**config.mk**
```make
export PLATFORM = sky130hd
export DESIGN_NAME = keypad_scan_flat
export DESIGN_NICKNAME = d
export VERILOG_FILES = /design/src/rtl/keypad_scan_if.sv /design/src/rtl/keypad_scan.sv /design/src/flat_wrapper.sv
export SDC_FILE = /design/constraint.sdc
export NUM_CORES = 1
export LEC_CHECK = 0
export BUFFER_PORTS_ARGS = -buffer_cell sky130_fd_sc_hd__buf_2
export CAP_MARGIN = 0
export CORE_UTILIZATION = 48
export DETAILED_ROUTE_END_ITERATION = 12
export PLACE_DENSITY = 0.69
export SETUP_SLACK_MARGIN = 0.05
export SLEW_MARGIN = 20
export SYNTH_ARGS = -nofsm -noshare
export SYNTH_HDL_FRONTEND = slang
export SYNTH_SLANG_ARGS = --single-unit
```
**constraint.sdc**
```tcl
create_clock -name i_clk -period 18.3 [get_ports i_clk]
set_input_delay 4.575 -clock i_clk [delete_from_list [all_inputs] [get_ports i_clk]]
set_output_delay 4.575 -clock i_clk [all_outputs]
set_load 0.005 [all_outputs]
```
**src/rtl/keypad_scan_if.sv**
```systemverilog
// keypad_scan_if
// Key-event handshake between the keypad scanner and its consumer (CPU I/O
// register or interrupt logic).
//   key_ack   consumer -> scanner, one-cycle pulse that retires key_valid
//   key_code  scanner -> consumer, accepted key, 4*row + col
//   key_valid scanner -> consumer, sticky until acknowledged
//   key_held  scanner -> consumer, accepted key still physically pressed
//   overrun   scanner -> consumer, a press arrived while key_valid was high
// The scanner uses the master modport, the consumer uses slave.
interface keypad_scan_if;
    logic       key_ack;
    logic [3:0] key_code;
    logic       key_valid;
    logic       key_held;
    logic       overrun;

    modport master (
        input  key_ack,
        output key_code,
        output key_valid,
        output key_held,
        output overrun
    );

    modport slave (
        output key_ack,
        input  key_code,
        input  key_valid,
        input  key_held,
        input  overrun
    );
endinterface

```
**src/rtl/keypad_scan.sv**
```systemverilog
// keypad_scan
// Scans a 4x4 active-low hex keypad one column at a time, debounces over
// whole scan frames and reports one key code per press.
//   i_clk      system clock
//   i_rst_n    asynchronous active-low reset
//   i_row_in   keypad rows, active-low, asynchronous to i_clk
//   o_col_sel  one-cold column drive (column c driven when bit c is 0)
//   kp         key-event handshake (master side of keypad_scan_if)
// Parameters:
//   SCAN_TICKS      clocks each column is driven (>= 4)
//   DEBOUNCE_SCANS  identical frames needed to accept a press/release (1..15)
module keypad_scan #(
    parameter int SCAN_TICKS     = 1000,
    parameter int DEBOUNCE_SCANS = 4
) (
    input  logic          i_clk,
    input  logic          i_rst_n,
    input  logic [3:0]    i_row_in,
    output logic [3:0]    o_col_sel,
    keypad_scan_if.master kp
);

    localparam int             CNT_W      = (SCAN_TICKS > 1) ? $clog2(SCAN_TICKS) : 1;
    localparam logic [CNT_W-1:0] DWELL_LAST = CNT_W'(SCAN_TICKS - 1);
    localparam logic [3:0]     DEB_TARGET = 4'(DEBOUNCE_SCANS);

    typedef enum logic [1:0] {
        IDLE     = 2'd0,
        DEBOUNCE = 2'd1,
        PRESSED  = 2'd2
    } state_t;

    logic [3:0]       r_rowMeta;
    logic [3:0]       r_rowSync;
    logic [CNT_W-1:0] r_dwell;
    logic [1:0]       r_colIdx;
    logic [3:0]       r_colSel;
    logic [3:0]       r_col0Keys;
    logic [3:0]       r_col1Keys;
    logic [3:0]       r_col2Keys;
    state_t           r_state;
    logic [3:0]       r_cand;
    logic [3:0]       r_cnt;
    logic [3:0]       r_relCnt;
    logic [3:0]       r_keyCode;
    logic             r_keyValid;
    logic             r_overrun;

    logic             w_sample;
    logic             w_frameEnd;
    logic [15:0]      w_frameKeys;
    logic [4:0]       w_hits;
    logic [3:0]       w_code;
    logic             w_none;
    logic             w_single;
    state_t           w_stateNext;
    logic [3:0]       w_candNext;
    logic [3:0]       w_cntNext;
    logic [3:0]       w_relNext;
    logic             w_accept;

    assign w_sample   = (r_dwell == DWELL_LAST);
    assign w_frameEnd = w_sample && (r_colIdx == 2'd3);

    // Two-flop synchronizer; the rows are asynchronous to the clock.
    always_ff @(posedge i_clk or negedge i_rst_n) begin
        if (!i_rst_n) begin
            r_rowMeta <= '0;
            r_rowSync <= '0;
        end else begin
            r_rowMeta <= i_row_in;
            r_rowSync <= r_rowMeta;
        end
    end

    // Column dwell counter and one-cold column drive, rotated together.
    always_ff @(posedge i_clk or negedge i_rst_n) begin
        if (!i_rst_n) begin
            r_dwell  <= '0;
            r_colIdx <= 2'd0;
            r_colSel <= 4'b1110;
        end else if (w_sample) begin
            r_dwell  <= '0;
            r_colIdx <= r_colIdx + 2'd1;
            r_colSel <= {r_colSel[2:0], r_colSel[3]};
        end else begin
            r_dwell  <= r_dwell + CNT_W'(1);
        end
    end

    // Columns 0..2 are stored; column 3 is used straight from the
    // synchronizer on the frame-end edge, so no extra frame of latency.
    always_ff @(posedge i_clk or negedge i_rst_n) begin
        if (!i_rst_n) begin
            r_col0Keys <= '0;
            r_col1Keys <= '0;
            r_col2Keys <= '0;
        end else if (w_sample) begin
            case (r_colIdx)
                2'd0:    r_col0Keys <= ~r_rowSync;
                2'd1:    r_col1Keys <= ~r_rowSync;
                2'd2:    r_col2Keys <= ~r_rowSync;
                default: ;
            endcase
        end
    end

    // Frame classification; bit index of w_frameKeys is the key code.
    always_comb begin
        w_frameKeys = '0;
        w_hits      = '0;
        w_code      = '0;
        for (int r = 0; r < 4; r++) begin
            w_frameKeys[4*r + 0] = r_col0Keys[r];
            w_frameKeys[4*r + 1] = r_col1Keys[r];
            w_frameKeys[4*r + 2] = r_col2Keys[r];
            w_frameKeys[4*r + 3] = ~r_rowSync[r];
        end
        for (int i = 0; i < 16; i++) begin
            if (w_frameKeys[i]) begin
                w_hits = w_hits + 5'd1;
                w_code = 4'(i);
            end
        end
    end

    assign w_none   = (w_hits == 5'd0);
    assign w_single = (w_hits == 5'd1);

    always_ff @(posedge i_clk or negedge i_rst_n) begin
        if (!i_rst_n) begin
            r_state  <= IDLE;
            r_cand   <= '0;
            r_cnt    <= '0;
            r_relCnt <= '0;
        end else begin
            r_state  <= w_stateNext;
            r_cand   <= w_candNext;
            r_cnt    <= w_cntNext;
            r_relCnt <= w_relNext;
        end
    end

    // Debounce decisions happen only on the frame-end cycle.
    always_comb begin
        w_stateNext = r_state;
        w_candNext  = r_cand;
        w_cntNext   = r_cnt;
        w_relNext   = r_relCnt;
        w_accept    = 1'b0;
        if (w_frameEnd) begin
            case (r_state)
                IDLE: begin
                    if (w_single) begin
                        w_candNext = w_code;
                        if (DEBOUNCE_SCANS == 1) begin
                            w_accept    = 1'b1;
                            w_stateNext = PRESSED;
                            w_relNext   = '0;
                        end else begin
                            w_stateNext = DEBOUNCE;
                            w_cntNext   = 4'd1;
                        end
                    end
                end
                DEBOUNCE: begin
                    if (!w_single) begin
                        w_stateNext = IDLE;
                    end else if (w_code != r_cand) begin
                        w_candNext = w_code;
                        w_cntNext  = 4'd1;
                    end else if (r_cnt + 4'd1 == DEB_TARGET) begin
                        w_accept    = 1'b1;
                        w_stateNext = PRESSED;
                        w_relNext   = '0;
                    end else begin
                        w_cntNext = r_cnt + 4'd1;
                    end
                end
                PRESSED: begin
                    if (!w_none) begin
                        w_relNext = '0;
                    end else if (r_relCnt + 4'd1 == DEB_TARGET) begin
                        w_stateNext = IDLE;
                        w_relNext   = '0;
                    end else begin
                        w_relNext = r_relCnt + 4'd1;
                    end
                end
                default: w_stateNext = IDLE;
            endcase
        end
    end

    // Event register: a new press beats a simultaneous acknowledge.
    always_ff @(posedge i_clk or negedge i_rst_n) begin
        if (!i_rst_n) begin
            r_keyCode  <= '0;
            r_keyValid <= 1'b0;
            r_overrun  <= 1'b0;
        end else if (w_accept) begin
            if (!r_keyValid || kp.key_ack) begin
                r_keyCode  <= w_code;
                r_keyValid <= 1'b1;
            end else begin
                r_overrun  <= 1'b1;
            end
        end else if (kp.key_ack && r_keyValid) begin
            r_keyValid <= 1'b0;
            r_overrun  <= 1'b0;
        end
    end

    assign o_col_sel    = r_colSel;
    assign kp.key_code  = r_keyCode;
    assign kp.key_valid = r_keyValid;
    assign kp.key_held  = (r_state == PRESSED);
    assign kp.overrun   = r_overrun;

endmodule

```
**src/flat_wrapper.sv**
```systemverilog
// flat-port wrapper written by rule: the top's interface ports become plain ports
module keypad_scan_flat 
#(
    parameter int SCAN_TICKS     = 1000,
    parameter int DEBOUNCE_SCANS = 4
)
  (i_clk, i_rst_n, i_row_in, o_col_sel, kp_key_ack, kp_key_code, kp_key_valid, kp_key_held, kp_overrun);
  keypad_scan_if kp_i ();
  input  logic i_clk;
  input  logic i_rst_n;
  input  logic [3:0] i_row_in;
  output logic [3:0] o_col_sel;
  input wire logic [$bits(kp_i.key_ack)-1:0] kp_key_ack;
  output wire logic [$bits(kp_i.key_code)-1:0] kp_key_code;
  output wire logic [$bits(kp_i.key_valid)-1:0] kp_key_valid;
  output wire logic [$bits(kp_i.key_held)-1:0] kp_key_held;
  output wire logic [$bits(kp_i.overrun)-1:0] kp_overrun;
  assign kp_i.key_ack = kp_key_ack;
  assign kp_key_code = kp_i.key_code;
  assign kp_key_valid = kp_i.key_valid;
  assign kp_key_held = kp_i.key_held;
  assign kp_overrun = kp_i.overrun;
  keypad_scan #(.SCAN_TICKS(SCAN_TICKS), .DEBOUNCE_SCANS(DEBOUNCE_SCANS)) u_core (.i_clk(i_clk), .i_rst_n(i_rst_n), .i_row_in(i_row_in), .o_col_sel(o_col_sel), .kp(kp_i));
endmodule
```
======== After elaboration in Yosys (flattened, before gate mapping) ========
Cells that the tools add are included.
word-level totals
  logic and storage cells ................. 141
  input port bits ......................... 7
  register bits ........................... 56
operators by class
  add/subtract/negate cells ............... 19
  eq/ne operators ......................... 22
  bitwise gates (word level) .............. 1
  reduce and logical (&&, ||, !) cells .... 20
  mux-type cells .......................... 64
operator list
  cell                   count
  $mux 4                 20
  $mux 5                 15
  $add 5x1->5 const B    14
  $pmux 4 s2             3
  $mux 2                 8
  $reduce_and 5->1       3
  $mux 1                 12
  $mux 3                 4
  $ne 2x1->1 const B     6
  $reduce_and 2->1       6
  $add 10x1->10 const B  1
  $eq 10x10->1 const B   1
  $mux 10                1
  $add 4x1->4 const B    2
  $eq 4x3->1 const B     2
  $eq 2x2->1 const B     3
  $ne 2x2->1 const B     3
  $ne 3x3->1 const B     2
  $pmux 2 s3             1
  $reduce_and 6->1       1
  $reduce_bool 2->1      3
  $eq 5x1->1 const B     1
  $logic_not 5->1        1
  $eq 2x1->1 const B     2
  9 further kinds        11

======== Depth between registers and ports, before layout ========
Gate-level depths: netlist of run 1.
  depth in word-level cells ............... 37
  gate-level depth with buffers ........... 53
  depth with buffers taken out ............ 53

======== Least setup slack after synthesis of run 1 ========
Ideal clock, no wire load.
  path type ............................... register to register
  from .................................... reg u_core.r_col1Keys[0]
  to ...................................... reg u_core.r_relCnt[0]
  setup time .............................. 125 ps
  required time ........................... 18175 ps
  slack ................................... 8774 ps
  cell stages (with the launch flop) ...... 53
  arrival ................................. 9402 ps
  cells stage by stage .................... dfrtp_1 inv_1 ha_1 xnor2_2 inv_1 ha_1 nand2b_1 nand2_1 ha_1 mux2_2 ha_1 nand2_1 o41ai_1 or2_2 ha_1 nand2b_1 o31ai_1 inv_1 [17 not listed] a22oi_1 ha_1 and2_1 or2_2 ha_1 mux2i_1 inv_1 ha_1 inv_1 mux2_2 inv_1 ha_1 nor3_1 a31oi_1 nor2_1 nand3_1 o21ai_0 mux2_2
between the ends
  word-level cells in the longest chain between the ends .. 32
  elaborated cells between the ends (all ways) .. 52
  those cells by class .................... add/sub: 14; eq/ne: 4; mux: 32; reduce/logical: 2
ends and longest elaborated chain
  element                                                          line                                    RTL
  from (decl)                                                      keypad_scan.sv:39                       logic [3:0] r_col1Keys;
  from (signal assigned)                                           keypad_scan.sv:101                      2'd1: r_col1Keys <= ~r_rowSync;
  $mux 5                                                           keypad_scan.sv:120                      if (w_frameKeys[i]) begin
  $add 5x1->5                                                      keypad_scan.sv:121                      w_hits = w_hits + 5'd1;
  $mux 5                                                           keypad_scan.sv:120
  $add 5x1->5                                                      keypad_scan.sv:121
  $mux 5                                                           keypad_scan.sv:120
  $add 5x1->5                                                      keypad_scan.sv:121
  $mux 5                                                           keypad_scan.sv:120
  $add 5x1->5                                                      keypad_scan.sv:121
  [16 not listed]                                                  -
  $mux 5                                                           keypad_scan.sv:120
  $add 5x1->5                                                      keypad_scan.sv:121
  $mux 5                                                           keypad_scan.sv:120
  $add 5x1->5                                                      keypad_scan.sv:121
  $mux 5                                                           keypad_scan.sv:120
  $eq 5x1->1 or $logic_not 5->1 (tied branches)                    keypad_scan.sv:128, keypad_scan.sv:127
  $ne 2x1->1 (no source line) or $mux 4 (tied branches)            -
  $reduce_and 5->1 (no source line) or $pmux 4 s2 (tied branches)  -
  to (signal assigned)                                             keypad_scan.sv:140                      r_relCnt <= w_relNext;
  to (decl)                                                        keypad_scan.sv:44                       logic [3:0] r_relCnt;
Several ways; a longest one is shown, not always the timed one.
A chain may end at the register's enable or synchronous reset.

======== Final worst setup path of run 1 ========
Same ends and word-level chain as after synthesis.

==> run summary, run 1 <==
The flow ran to the end, and the final reports show no timing, DRC or antenna violations. The number of DRC markers after the initial detailed-route iteration came out at between 100 and 150. The area used by multi-input combinational logic came out at 0.002636 mm^2. Yosys mapped a number of flops with a built-in enable equal to 0.

STA classifies the critical path endpoint as a register. The power density over the cells is approximately 50 mW/mm^2. The clock net sink count came out at between 50 and 60. The number of ports placed on the die boundary is 18. The routed via count divided by cell count came out at 5.511.

The clock tree from TritonCTS is built. Synthesis produced 466 cells. At the pin with the least slew margin, the transition time is 700.5 ps.

Yosys attributes the largest share of cell area to sky130_fd_sc_hd__dfrtp_1 (31%), sky130_fd_sc_hd__ha_1 (6.8%), sky130_fd_sc_hd__nand2_1 (5.5%), sky130_fd_sc_hd__xnor2_1 (5.2%), sky130_fd_sc_hd__o21ai_0 (4.0%). The clock skew after layout came out at between 9 and 10 ps. The global routing usage summed across all routing layers came out at 18.18%. By startpoint and endpoint, the worst setup path is classified as register to register. The number of iterations in the first detailed-routing pass is 4. The floorplan die width is between 90 and 100 um. The number of hold-slack violations in the final timing report is 0. The dominant cell by count in the synthesized netlist is sky130_fd_sc_hd__nand2_1. The post-cts gate resize count is 0. The final core utilization is 53.35%.

Routability-driven placement finished with a final weighted congestion of 0.8100. The first-pass GRT wire length is 13270 um. The most heavily used metal layer in global routing is met2. The largest single stage delay on the critical path is 450 ps. The number of buffer cells added on primary ports is 17.

The area growth from synthesis to layout is 5.645%. Summed over all nets, the half-perimeter wirelength after detailed placement is between 5000 and 6000 um. The count of maximum capacitance violations is 0.

The total number of vias came out at 3202. Counting every net in the synthesized netlist gives slightly below 500. The area enclosed by the die boundary came out at 0.009153 mm^2.

The antenna cell count came out at 0. The maximum root-to-sink buffer count came out at 2. The critical-path maximum fanout is 6. The routed design has 7623 um of wire. The initial antenna violation count is 0. The tree is rooted in a sky130_fd_sc_hd__clkbuf_8.

The count of unique library cells instantiated by Yosys is 63. Of the cells placed in the final design, the portion with a size suffix greater than 1 is between 10% and 20%. The number of endpoints failing setup at the final stage is 0. The tightest min-delay check is of the register to register type. The data arrival time of the critical path came out at 10580 ps. The required time of the critical path is between 15000 and 20000 ps. On the final layout, the worst hold slack is 353.7 ps. The sequential share of the synthesized area came out at between 30% and 40%. After global routing the overflow that remains totals 0. Among all flip-flop cells after synthesis, the most frequent one is sky130_fd_sc_hd__dfrtp_1. Setup repair after global routing left no endpoint under its margin. The achievable frequency is 96.36 MHz. In the synthesized netlist, the cells that appear most often are sky130_fd_sc_hd__nand2_1 (62), sky130_fd_sc_hd__dfrtp_1 (53), sky130_fd_sc_hd__o21ai_0 (34). The worst supply voltage drop on vdd came out at about 53 uV. After synthesis, the largest area contributor takes up roughly a third of total cell area.

The number of global-route vias before repair is 2958. For met2 alone, demand over resource in global routing was a little under a third. The time the final worst path needs with I/O delays and setup is 10380 ps. The number of buffers inserted to repair setup after CTS is 0. In the final routed layout, each cell accounts on average for 13.12 um. The number of buffers created by CTS is 5.

The final count of pins violating max slew came out at 0. The total power after layout came out at between 0.2 and 0.25 mW. The fill cell total of the finished layout came out at 776. On the critical path, the stage with the largest delay is an instance of sky130_fd_sc_hd__o21ai_0. The count of standard-cell rows is 33. The starting density of the core came out at 50.50%. For met3 alone, demand over resource in global routing was 2.233%. Clock-pin slew was measured on the worst setup and hold paths at 100 ps. The height of the chip is 95.67 um. The yosys synthesis warning count is 0.

STA classifies the critical path startpoint as a register. In this run the number of H-tree levels came out at 2. The largest net degree at the start of global routing came out at 57. In the routed design, unresolved DRC markers number 0.

For this design the static power due to leakage is 2.081 nW. By instance count, the cell type seen most on the critical path is sky130_fd_sc_hd__ha_1. The final-layout setup total negative slack is 0 ps. For this run, the post-layout net count is 505. The fraction of synthesis flops using an asynchronous set or reset pin is 100.0%. The global-route track usage on met1 came out at 24.76%.

The count of nets left with antenna violations once routing finished came out at 0. The synthesized design spends more area on one cell type than any other, namely sky130_fd_sc_hd__dfrtp_1. A synthesized cell averages between 9 and 10 um^2. The total area inside the core boundary comes to approximately 0.0083 mm^2. The sequential cells in the finished layout cover a total of 0.001405 mm^2. In this run the cell area of the synthesized design comes to approximately 0.0042 mm^2. The source-to-sink clock delay at the later pin of the worst-skew pair came out at 310 ps.

The number of storage elements in the synthesis netlist is 56. The worst max-slew margin expressed relative to the limit is 53.30%. The number of buffers added to fix hold violations after cts came out at 0.

The final critical path takes up between 50% and 60% of the cycle.
[cell type report]
| class | count | area share [%] |
|---|---|---|
| clock buffer | 6 | 1.631 |
| inverter | 26 | 2.193 |
| clock inverter | 2 | 0.3093 |
| tap | 105 | 2.953 |
| timing repair buffer | 18 | 2.081 |
| sequential | 56 | 31.58 |
| multi-input combinational | 368 | 59.25 |
[per-stage QoR]
| stage | worst slack [ps] | cells | instance area (um^2) |
|---|---|---|---|
| floorplan | 8774 | 466 | 4212 |
| global placement | 8221 | 573 | 4363 |
| detailed placement | 7940 | 573 | 4363 |
| CTS | 7900 | 581 | 4449 |
| global route | 6935 | 581 | 4449 |
| finish | 7922 | 581 | 4449 |
[critical path, delay by kind of cell, from the launching register on]
kind	cells	cell delay, ps
adder cells (fa/ha/maj)	14	3980
buffers and inverters	7	540
XOR/XNOR	1	270
AND/OR/NAND/NOR	14	2080
multiplexers	4	1120
AO/OA/AOI/OAI	12	1870
flip-flops	1	400
[state kept, by name, indices dropped and copies added (netlist names)]
register / flops
u_core.r_cnt: 4
u_core.r_cand: 4
u_core.r_col0Keys: 4
u_core.r_relCnt: 4
u_core.kp.key_valid: 1
u_core.r_dwell: 10
u_core.r_colIdx: 2
u_core.r_col1Keys: 4
u_core.kp.overrun: 1
u_core.r_rowSync: 4
u_core.kp.key_code: 4
u_core.o_col_sel: 4
u_core.r_col2Keys: 4
u_core.r_rowMeta: 4
u_core.r_state: 2
[where the power goes]
group / switching [mW] / leakage [nW] / internal [mW]
sequential: 0.00147 / 0.739 / 0.125
combinational: 0.0145 / 1.30 / 0.00984
clock: 0.0392 / 0.0456 / 0.0274
[kinds of logic after synthesis]
group                      Yosys count  share of synthesized area, %
adders and majority gates           23                         6.833
and+or+nand+nor                    179                         21.30
buffers and inverters               42                         4.040
xor gates and xnor gates            55                         15.12
AOI/OAI and AO/OA                   88                         13.43
muxes                               23                         5.912
DFF                                 56                         33.36
[cells in the final DEF (no fill, tap or decap), types with 7 or more instances in the layout]
| cell | instances |
|---|---|
| sky130_fd_sc_hd__buf_2 | 17 |
| sky130_fd_sc_hd__mux2i_1 | 8 |
| sky130_fd_sc_hd__a21oi_1 | 12 |
| sky130_fd_sc_hd__xor2_1 | 18 |
| sky130_fd_sc_hd__ha_1 | 23 |
| sky130_fd_sc_hd__dfrtp_1 | 53 |
| sky130_fd_sc_hd__nand3_1 | 15 |
| sky130_fd_sc_hd__inv_1 | 26 |
| sky130_fd_sc_hd__xnor2_1 | 25 |
| sky130_fd_sc_hd__nand2b_1 | 14 |
| sky130_fd_sc_hd__and3_1 | 8 |
| sky130_fd_sc_hd__nor2b_1 | 9 |
| sky130_fd_sc_hd__mux2_2 | 15 |
| sky130_fd_sc_hd__nand2_1 | 62 |
| sky130_fd_sc_hd__nor3_1 | 11 |
| sky130_fd_sc_hd__o21ai_0 | 34 |
| sky130_fd_sc_hd__nor2_1 | 24 |
| sky130_fd_sc_hd__and2_1 | 7 |
[metal layers]
layer	part of all wire, %	wire length (um)
met4	1.6	121
met3	1.7	133
met2	45	3454
met1	51	3914
met5	0	0
[worst paths after layout]
kind | startpoint | to | slack (ps) | cells past startpoint
max in group asynchronous | i_rst_n | u_core.r_colIdx[1] | 13440 | 2
min reg2reg | u_core.r_rowMeta[0] | u_core.r_rowSync[0] | 350 | 0
min | u_core.r_rowMeta[0] | u_core.r_rowSync[0] | 350 | 0
min in group asynchronous | i_rst_n | u_core.kp.overrun | 4370 | 2
max reg2reg | u_core.r_col1Keys[0] | u_core.r_relCnt[0] | 7920 | 52
max | u_core.r_col1Keys[0] | u_core.r_relCnt[0] | 7920 | 52
(Power assumes the default switching activity.)
==> run 2: changes to the inputs <==
--- a/config.mk
+++ b/config.mk
@@ -5,11 +5,12 @@
 export SDC_FILE = /design/constraint.sdc
 export NUM_CORES = 1
 export LEC_CHECK = 0
+export ABC_AREA = 1
 export BUFFER_PORTS_ARGS = -buffer_cell sky130_fd_sc_hd__buf_2
 export CAP_MARGIN = 0
 export CORE_UTILIZATION = 48
 export DETAILED_ROUTE_END_ITERATION = 12
-export PLACE_DENSITY = 0.69
+export PLACE_DENSITY = 0.71
 export SETUP_SLACK_MARGIN = 0.05
 export SLEW_MARGIN = 20
 export SYNTH_ARGS = -nofsm -noshare
==> constraint.sdc (replaced) <==
create_clock -name i_clk -period 9.45 [get_ports i_clk]
set_input_delay 2.3625 -clock i_clk [delete_from_list [all_inputs] [get_ports i_clk]]
set_output_delay 2.3625 -clock i_clk [all_outputs]
set_load 0.005 [all_outputs]
==> run summary, run 2 <==
The worst supply voltage drop on vdd is 104.9 uV. The count of standard-cell rows came out at 34. The number of DRC markers after the initial detailed-route iteration came out at approximately 110.

The largest stage delay on the critical path is 380 ps. For this design, the sink count on the clock tree is 56. The final-layout setup total negative slack came out at 0 ps. For this design the static power due to leakage is roughly 2.7 nW. The DRC violation count after routing came out at 0.

The count of unique library cells instantiated by Yosys came out at 41. The fraction of synthesis flops using an asynchronous set or reset pin came out at 100.0%. The clock skew after layout came out at 11.51 ps. The number of buffers inserted to repair setup after CTS is 0. The leading register cell type out of synthesis is sky130_fd_sc_hd__dfrtp_1.

Entering global routing, the biggest net connects 57 pins. The slowest stage of the critical path belongs to the cell sky130_fd_sc_hd__dfrtp_1. The register with the most flip-flops in the final layout is u_core.r_dwell.

The required time of the critical path came out at 9650 ps. The first-pass GRT wire length is between 15000 and 20000 um. Setup repair after global routing left no endpoint under its margin.

Sorting the synthesized cells by how often they occur yields sky130_fd_sc_hd__nand2_1 (191), sky130_fd_sc_hd__inv_1 (105), sky130_fd_sc_hd__nand2_2 (57). The worst setup path is captured at a register. The cell area after layout came out at 0.004730 mm^2.

In the layout the commonest cells are sky130_fd_sc_hd__nand2_1 (191), sky130_fd_sc_hd__inv_1 (105), sky130_fd_sc_hd__nand2_2 (57), sky130_fd_sc_hd__dfrtp_1 (53), sky130_fd_sc_hd__nand3_1 (52). The clock transition at the register clock pins on the worst setup and hold paths after CTS is 100 ps. Clock tree synthesis selected as its root buffer the cell sky130_fd_sc_hd__clkbuf_8. The synthesized netlist cell count came out at ~650. The path class of the tightest hold or removal check is register to register. The floorplan core area is 0.008848 mm^2.

The number of ports placed on the die boundary came out at 18. The clock tree from TritonCTS is built. No sink is reached through more buffers than the 2 on the longest clock path. Yosys mapped a number of flops with a built-in enable equal to 0. Sorting the synthesized cells by area gives the leading types as sky130_fd_sc_hd__dfrtp_1 (30%), sky130_fd_sc_hd__nand2_1 (16%), sky130_fd_sc_hd__inv_1 (8.8%), sky130_fd_sc_hd__nand2_2 (8.0%), sky130_fd_sc_hd__ha_1 (6.5%). After layout, the minimum clock period comes to around 8500 ps.

In this run the cell area measured after placement is 0.004648 mm^2. The count of maximum capacitance violations came out at 0. The worst max-slew margin expressed relative to the limit is 54.41%. The most area-hungry cell type in the Yosys netlist is sky130_fd_sc_hd__dfrtp_1. The critical path is of the register to register type.

The number of gates resized after CTS was 0. Each instance of the synthesized netlist takes up on average about 7 um^2. For the worst-skew pair, the clock arrives at the later sink with an insertion delay of 310 ps. The area share of the largest cell type after synthesis is roughly 30%. Of the available clock period, the critical path in the final layout requires 89.46%. The global placer's final weighted congestion is 0.8244.

Setup violations remaining at the end of the flow were counted as 0. The total number of vias is around 3.8k. The final HPWL from detailed placement is 6402 um. The highest metal layer carrying signal wires in the routed design is met4.

The final layout net count is about 700. The flow ran to the end, and the final reports show no timing, DRC or antenna violations. The number of hold-slack violations in the final timing report came out at 0.

The transition time of the tightest slew-check pin is 683.8 ps. The sequential share of the synthesized area is a little under a third. The area growth from synthesis to layout is 6.061%.

The power density over the cells came out at 88.18 mW/mm^2. The number of buffers created by CTS came out at 5. Leaving out fill and tap cells, the most frequent cell in the layout is sky130_fd_sc_hd__nand2_1. The mapped netlist covers 0.004459 mm^2. The H-tree depth is 2.

The count of antenna-violating nets left after detailed routing came out at 0. The height of the chip came out at roughly 98 um. The share of final-layout standard cells stronger than drive strength 1 came out at 18.48%.

0 antenna diodes ended up in the layout. When the netlist entered floorplanning its net count stood at 684. The cell count after placement came out at 772. The flip-flop count of the largest register after layout came out at 10. The routed length per instance came out at between 10 and 15 um. The routed length on met3 came out at approximately 160 um.

Using the TritonRoute via totals, the vias-per-cell ratio works out to approximately 5. The total overflow left after global routing is 0. The number of buffers added to fix hold violations after cts is 0. Global routing consumed, over all layers together, a little under a fifth of the routing resources. The number of global-route vias before repair came out at 3741. The number of buffer cells added on primary ports is 17. The initial antenna violation count came out at 0.

The critical-path maximum fanout came out at 10. The data arrival time of the critical path is 8660 ps. The die covers a little under 0.01 mm^2. The number of iterations in the first detailed-routing pass came out at 4. By instance count, the cell type seen most on the critical path is sky130_fd_sc_hd__nand2_1. The overall routed net length came out at 8053 um. For this run, the number of standard cells in the final layout without fillers is about 780. The final count of pins violating max slew is 0. The starting density of the core is between 50% and 60%. The yosys synthesis warning count is 0.

The achievable frequency is ~120 MHz. The met1 wire length came out at 4141 um. In this run the horizontal extent of the chip is 98.39 um.

The met2 wire length is 3652 um. The number of storage elements in the synthesis netlist is 56. Among all cell types in the netlist, the one instantiated most often is sky130_fd_sc_hd__nand2_1. The worst setup path is launched from a register.
[run 2: per-stage QoR]
step	hold WS, ps	util, %	power [mW]	worst slack (ps)
2_1_floorplan	331.2	-	0.2812	1613
4_1_cts	353.5	53.45	0.4216	965.1
3_5_place_dp	334.7	52.53	0.2941	994.0
5_1_grt	351.3	53.45	0.4368	281.7
3_3_place_gp	333.0	52.53	0.2917	1317
6_report	345.7	53.45	0.4171	995.9
[run 2: final timing paths]
kind | from | end | slack, ps | cells past startpoint
min in group asynchronous | i_rst_n | u_core.r_relCnt[0] | 2170 | 2
max in group asynchronous | i_rst_n | u_core.r_colIdx[0] | 6820 | 2
worst max register to register | u_core.r_col1Keys[0] | u_core.r_cand[3] | 1000 | 54
worst min register to register | u_core.r_rowMeta[2] | u_core.r_rowSync[2] | 350 | 0
worst max-delay path | u_core.r_col1Keys[0] | u_core.r_cand[3] | 1000 | 54
worst min-delay path | u_core.r_rowMeta[2] | u_core.r_rowSync[2] | 350 | 0
[run 2: final cells by class]
| class | count | area, um^2 |
|---|---|---|
| clock buffer | 6 | 72.57 |
| clock inverter | 1 | 8.758 |
| fill | 879 | 4119 |
| inverter | 114 | 427.9 |
| multi-input combinational | 476 | 2587 |
| sequential | 56 | 1405 |
| tap | 108 | 135.1 |
| timing repair buffer | 18 | 92.59 |
[run 2: power by group]
| group | internal, mW | switching, mW |
|---|---|---|
| logic | 0.0155 | 0.0295 |
| clock network | 0.0521 | 0.0760 |
| registers | 0.241 | 0.00258 |
| total | 0.309 | 0.108 |
[run 2: routing by layer]
layer / vias up / GRT usage (%)
met4: 0 / 5.052
li1: 2064 / -
met3: 9 / 2.076
met2: 33 / 32.45
met5: - / 0
met1: 1723 / 23.91
[run 2: kinds of logic after synthesis]
group / synth area share [%]
buf+inv: 10.47
fa+ha+maj: 6.454
xor+xnor: 2.161
compound gates: 6.257
simple gates: 43.15
flops: 31.51
[run 2: worst max-delay path: cells and delay by family (launching register included)]
kind                       cells  cell delay, ps
and+or+nand+nor               33            3580
AOI/OAI and AO/OA              2             220
DFF                            1             380
adders and majority gates     14            3880
buffers and inverters          5             320
